===== config.mk =====
export PLATFORM = sky130hd
export DESIGN_NAME = onehot_to_binary_decoder
export DESIGN_NICKNAME = d
export VERILOG_FILES = /design/src/rtl/onehot_to_binary_decoder.sv
export SDC_FILE = /design/constraint.sdc
export NUM_CORES = 1
export LEC_CHECK = 0
export CAP_MARGIN = 20
export CORE_MARGIN = 2
export CORE_UTILIZATION = 33
export CTS_CLUSTER_SIZE = 20
export DETAILED_ROUTE_END_ITERATION = 16
export PLACE_DENSITY_LB_ADDON = 0.2
export SLEW_MARGIN = 20
export SYNTH_ARGS = -nofsm -noshare
export SYNTH_HDL_FRONTEND = slang
export SYNTH_SLANG_ARGS = --single-unit

===== constraint.sdc =====
create_clock -name clk -period 2.45 [get_ports clk]
set_clock_uncertainty 0.1 [all_clocks]
set_input_delay 0.49 -clock clk [delete_from_list [all_inputs] [get_ports clk]]
set_output_delay 0.49 -clock clk [all_outputs]
set_load 0.01 [all_outputs]

===== src/rtl/onehot_to_binary_decoder.sv =====
// Registered 16-bit one-hot to 4-bit binary decoder with valid/ready handshake and an
// illegal-code counter. Define ONEHOT_LSB_PRIORITY_EN to decode multi-hot codes to their lowest set bit.
module onehot_to_binary_decoder #(
  parameter int unsigned WID         = 4,
  parameter int unsigned ONEHOT_WID  = 16,
  parameter int unsigned ERR_CNT_WID = 8
) (
  input  logic                   clk,
  input  logic                   rst_n,
  input  logic                   in_valid,
  output logic                   in_ready,
  input  logic [ONEHOT_WID-1:0]  in_onehot,
  output logic                   out_valid,
  input  logic                   out_ready,
  output logic [WID-1:0]         out_bin,
  output logic                   out_err,
  output logic [ERR_CNT_WID-1:0] err_cnt
);

  if (ONEHOT_WID != 2 ** WID) begin : gen_bad_width
    $error("onehot_to_binary_decoder: ONEHOT_WID must equal 2**WID");
  end

  logic                   valid_q;
  logic [WID-1:0]         bin_q, bin_d;
  logic                   err_q, err_d;
  logic [ERR_CNT_WID-1:0] cnt_q, cnt_d;

  logic           seen, multi;
  logic [WID-1:0] low_idx;
  logic [WID-1:0] dec_bin;
  logic           dec_err;
  logic           accept;

  // Scan from the top so the final assignment leaves the lowest set bit.
  always_comb begin
    seen    = 1'b0;
    multi   = 1'b0;
    low_idx = '0;
    for (int i = int'(ONEHOT_WID) - 1; i >= 0; i--) begin
      if (in_onehot[i]) begin
        if (seen) multi = 1'b1;
        seen    = 1'b1;
        low_idx = i[WID-1:0];
      end
    end
  end

  always_comb begin
    dec_err = !seen || multi;
`ifdef ONEHOT_LSB_PRIORITY_EN
    dec_bin = low_idx;
`else
    dec_bin = multi ? '0 : low_idx;
`endif
  end

  assign in_ready = !valid_q || out_ready;
  assign accept   = in_valid && in_ready;

  always_comb begin
    bin_d = bin_q;
    err_d = err_q;
    cnt_d = cnt_q;
    if (accept) begin
      bin_d = dec_bin;
      err_d = dec_err;
      if (dec_err && (cnt_q != {ERR_CNT_WID{1'b1}})) cnt_d = cnt_q + 1'b1;
    end
  end

  always_ff @(posedge clk or negedge rst_n) begin
    if (!rst_n) begin
      valid_q <= 1'b0;
      bin_q   <= '0;
      err_q   <= 1'b0;
      cnt_q   <= '0;
    end else begin
      if (in_ready) valid_q <= in_valid;
      bin_q <= bin_d;
      err_q <= err_d;
      cnt_q <= cnt_d;
    end
  end

  assign out_valid = valid_q;
  assign out_bin   = bin_q;
  assign out_err   = err_q;
  assign err_cnt   = cnt_q;

endmodule

**Word level (Yosys, flattened, before mapping)**

Cells that the tools add are included.

- Output and inout port bits: 15
- Register bits: 14
- Word-level logic and storage cells: 76

- Eq/ne operators: 1
- Muxes and demuxes: 63
- Add/subtract/negate cells: 1
- Reductions and logical operators: 7

Operators by type and width:

| kind | number |
|---|---|
| 4-bit two-way mux | 17 |
| 1-bit two-way mux | 46 |
| 8-bit by 1-bit adder with 8-bit output, second input constant | 1 |
| 8-bit != test, second input constant | 1 |
| 1-bit logical AND | 2 |
| 1-bit zero test | 2 |
| 1-bit logical OR | 2 |
| 2-bit AND reduction | 1 |

**Logic depth before layout (Yosys ltp)**

- Depth after elaboration: 34
- Depth in mapped cells: 7
- Mapped depth without buffers: 6

**Worst setup path after synthesis**

No wires, ideal clock.

- Kind: input port to flip-flop
- Start: input in_onehot[7]
- End: register bin_q[1], in the netlist out_bin[1]
- Data arrival time: 2,250 ps
- Required time: 2,246 ps
- Stages on the path: 6
- Path buffers: 1
- Path slack: -3 ps
- Library setup time: 104 ps
- Cell sequence: buf_2 > nor4_1 > a41oi_1 > a2111oi_4 > or4b_4 > o41ai_2

- Longest elaborated chain between the ends: 16
- Elaborated cells between the ends (all ways): 31

Ends and longest elaborated chain:

| item | line | RTL |
|---|---|---|
| from (decl) | 12 | `input logic [ONEHOT_WID-1:0] in_onehot,` |
| 1-bit two-way mux | 41 | `if (in_onehot[i]) begin` |
| 1-bit two-way mux | 42 | `if (seen) multi = 1'b1;` |
| 1-bit two-way mux | 41 |  |
| 1-bit two-way mux | 42 |  |
| 1-bit two-way mux | 41 |  |
| 1-bit two-way mux | 42 |  |
| 1-bit two-way mux | 41 |  |
| 1-bit two-way mux | 42 |  |
| 1-bit two-way mux | 41 |  |
| 1-bit two-way mux | 42 |  |
| 1-bit two-way mux | 41 |  |
| 1-bit two-way mux | 42 |  |
| 1-bit two-way mux | 41 |  |
| 1-bit two-way mux | 42 |  |
| 1-bit two-way mux | 41 |  |
| 4-bit two-way mux (*) | 54 | `dec_bin = multi ? '0 : low_idx;` |
| to (signal assigned) | 80 | `bin_q <= bin_d;` |
| to (decl) | 25 | `logic [WID-1:0] bin_q, bin_d;` |

Every way passes the cells marked *; elsewhere a longest branch is shown, timed or not.
A chain may end at the register's enable or synchronous reset.

**Worst setup path after layout**

- Start: input in_onehot[11]
- End: register bin_q[2], in the netlist out_bin[2]

- Longest elaborated chain between the ends: 24
- Elaborated cells between the ends (all ways): 47

Ends and longest elaborated chain:

| item | line |
|---|---|
| 1-bit two-way mux | 41 |
| 1-bit two-way mux | 42 |
| 1-bit two-way mux | 41 |
| 1-bit two-way mux | 42 |
| 1-bit two-way mux | 41 |
| 1-bit two-way mux | 42 |
| 1-bit two-way mux | 41 |
| 1-bit two-way mux | 42 |
| [... 8 more ...] | - |
| 1-bit two-way mux | 41 |
| 1-bit two-way mux | 42 |
| 1-bit two-way mux | 41 |
| 1-bit two-way mux | 42 |
| 1-bit two-way mux | 41 |
| 1-bit two-way mux | 42 |
| 1-bit two-way mux | 41 |
| 4-bit two-way mux (*) | 54 |

Marked as above.

==> flow_summary.yaml <==
power:
  peakVddDrop_uv: 490.9
  power.density_mw_per_mm2: 498.4
  power_frac_clock_pct: 19.4
  seqPwrFrac_pct: 40.3
  netSwitchingFraction_pct: 34.34
  p_leak_uw: 0.0007256
  power.switching_uw: 292.7
  p_comb_share_pct: 40.3
  p_int_uw: 559.6
  power_uw: 852.4
critical_path:
  slowest_stage: "or4b_4"
  required_ps: 2550
  crit_type: "primary input to register"
  crit_path_start_kind: "primary input"
  r2r-start: "out_valid"
  worstPathMaxFanout: 4
  cp_num_buf_inv: 2
  end_kind: "register"
  r2r_setup_slack_ps: 680
  cp.depth: 7
  reg2reg_to: "err_cnt[1]"
  cp_cell_sequence: "dlygate4sd2_1 -> nor4_4 -> a41oi_4 -> a2111oi_4 -> or4b_4 -> buf_6 -> o31ai_2"
  r2r_cells: 5
  crit_family: "simple AND/OR/NAND/NOR gates"
  cp_data_arrival_time_ps: 2490
  max_stage_delay_ps: 520
synth:
  synth-edff-count: 0
  synth_common_cells: "14 x dfrtp_1, 12 x nand2_1, 8 x nor2_1"
  avgSynthCellArea_um2: 9.209
  yosys.area_share.simple_pct: 27.42
  syn_area_mm2: 0.001022
  synth_fa_ha_area_share_pct: 1.224
  ys_seq_elements: 14
  synthArstFlopShare_pct: 100.0
  synth_xor_xnor_area_share_pct: 5.998
  synthCells: 111
  synth_cell_types: 44
  synth_top_area_share_pct: 34.27
  ys.flop_type: "dfrtp_1"
  yosysSeqAreaShare_pct: 34.27
  synthMuxAreaShare_pct: 1.102
  synth_warnings: 0
  synth.area.top_cells: "dfrtp_1 34%, xnor2_1 5.1%, nand2_1 4.4%"
  synth_compound_area_share_pct: 25.83
  synth_top_family_by_area: "simple AND/OR/NAND/NOR gates"
  synth_nets: 132
  synth.largest_area_cell: "dfrtp_1"
  post-synth-top-count-cell: "dfrtp_1"
clocking:
  ctsHtreeMaxLevel: 1
  cts_tree: "done"
  cts_sinks: 14
  worstSkewPairLatency_ps: 280
  cts.clk_slew.worst_paths_ps: 90
  clock_path_buffers: 2
  cts_root_buf: "clkbuf_4"
  cts_buffers: 3
placed_design:
  dp_slack_ps: -579.7
  port_buffers: 34
  dp_hpwl_um: 2227
  gp_congestion: 0.8168
floorplanning:
  dieHeight_um: 59.66
  rows: 20
  die-width_um: 59.66
  die_area_mm2: 0.003559
  start_util_pct: 34.04
  core_mm2: 0.003003
  ioPinCount: 35
routing:
  drt_pre_antenna_iters: 4
  detail_route.wl_per_cell_um: 14.21
  via_per_inst: 5.373
  drtIter0Drc: 81
  routed_wl_um: 3012
  vias: 1139
  drtAntennaViolNets: 0
  remaining_drc_errors: 0
sta:
  worst_pin_slew_ps: 608.5
  slew_headroom_pct: 59.31
  fin_ws_ps: 57.15
  setup_viol: 0
  final-max-slew-violation-count: 0
  finalHoldViolations: 0
  hold_slack_ps: 396.7
  fin_crit_sh_pct: 97.67
  fmax_ghz: 0.4179
  finalCriticalPeriod_ps: 2393
cells_and_area:
  final_net_count: 201
  fill_cells: 280
  drive_above_1_share_pct: 37.43
  areaGrowthSynthToFinish_pct: 67.32
  num_antenna_cells: 0
  utilization_pct: 56.96
hold_path:
  hold_path_class: "register to register"
  worstHoldStart: "out_bin[1]"
  hold_depth: 2
  hold_path_end: "out_bin[1]"
grt:
  gr-total-overflow: 0
  grt_pass1_vias: 1133
  antenna_found_initial: 0
  grt_usage_pct: 17.17
  grt_pass1_wl_um: 4754
  grt_start_max_net_pins: 15
run:
  drv_cap: 0
status:
  status: "finished clean"
[what timing repair did]
item | in CTS | in global routing
hold buffers | 0 | 0
pin swaps | 10 | 5
buffers inserted | 5 | 4
setup endpoints to repair | 12 | 6
resized for setup | 29 | 30
[tightest hold or removal path, stage by stage (launching register included)]
cell	delay, ps
dfrtp_1	360
nand2_1	60
o41ai_2	50
[flip-flops by register name, summed over array words and instances, names as in the netlist]
| register | cells |
|---|---|
| out_err | 1 |
| out_valid | 1 |
| err_cnt | 8 |
| out_bin | 4 |
[power groups by stage]
stage                     clock network [µW]  logic (µW)  registers (µW)
after floorplan                            0         115             361
after global placement                     0         327             346
after detailed placement                   0         335             348
after CTS                                171         341             343
final                                    165         343             344
after global routing                     180         379             354
[per-stage QoR]
step	setup TNS, ps	cell area (µm²)	instances
2_1_floorplan	0	1028	111
5_1_grt	-24.90	1710	212
3_5_place_dp	-5224	1570	199
3_3_place_gp	-4976	1570	199
6_report	0	1710	212
4_1_cts	0	1683	208
[placed cells by master, fill, tap and decap left out, types with 2 or more instances in the layout]
master           synthesis  routed
nor2_1                   8       7
clkbuf_4                 0       3
o31ai_2                  0       2
o41ai_2                  1       2
dfrtp_1                 14      14
a211o_1                  2       2
a21oi_1                  5       5
dlygate4sd2_1            0       2
a211oi_1                 2       2
o41ai_1                  3       2
nand2_1                 12      11
o21ai_0                  2       2
buf_2                    1       3
o21bai_1                 2       2
inv_1                    6       6
clkdlybuf4s50_1          0      19
nor4_4                   2       4
nand3_1                  3       3
nor3_1                   6       5
xnor2_1                  6       6
buf_4                    0      32
clkbuf_2                 0       9
and3_1                   2       2
nand2b_1                 2       2
nand4_1                  3       3
[cells by family (layout without fill, tap and decap cells)]
family,Yosys count,after routing
simple gates,47,47
compound gates,32,32
flops,14,14
buf+inv,9,77
xor+xnor,7,7
fa+ha+maj,1,1
mux,1,1
[per-layer routing]
metal	share of wire [%]	vias up	wire length (µm)	global-route usage [%]
li1	-	564	-	-
met1	41	543	1240	21.59
met2	53	30	1605	29.35
met3	5.0	2	151	3.896
met4	0.46	0	14	4.762
met5	0	-	0	0
[worst max-delay path by stage]
stage	start	to	slack (ps)
5_1_grt	in_onehot[11]	out_bin[2]	-20
6_report	in_onehot[11]	out_bin[2]	60
2_1_floorplan	in_onehot[4]	out_bin[1]	50
4_1_cts	in_onehot[8]	out_bin[3]	4
3_5_place_dp	in_onehot[13]	out_bin[1]	-580
3_3_place_gp	in_onehot[13]	out_bin[1]	-560
[layout make-up]
| type | instances | area [µm²] | share of cell area [%] |
|---|---|---|---|
| Inverter | 6 | 22.52 | 1.317 |
| Tap cell | 33 | 41.29 | 2.414 |
| Timing Repair Buffer | 67 | 531.8 | 31.09 |
| Clock buffer | 4 | 36.28 | 2.121 |
| Multi-Input combinational cell | 88 | 728.2 | 42.57 |
| Sequential cell | 14 | 350.3 | 20.48 |
(Power assumes the default switching activity.)
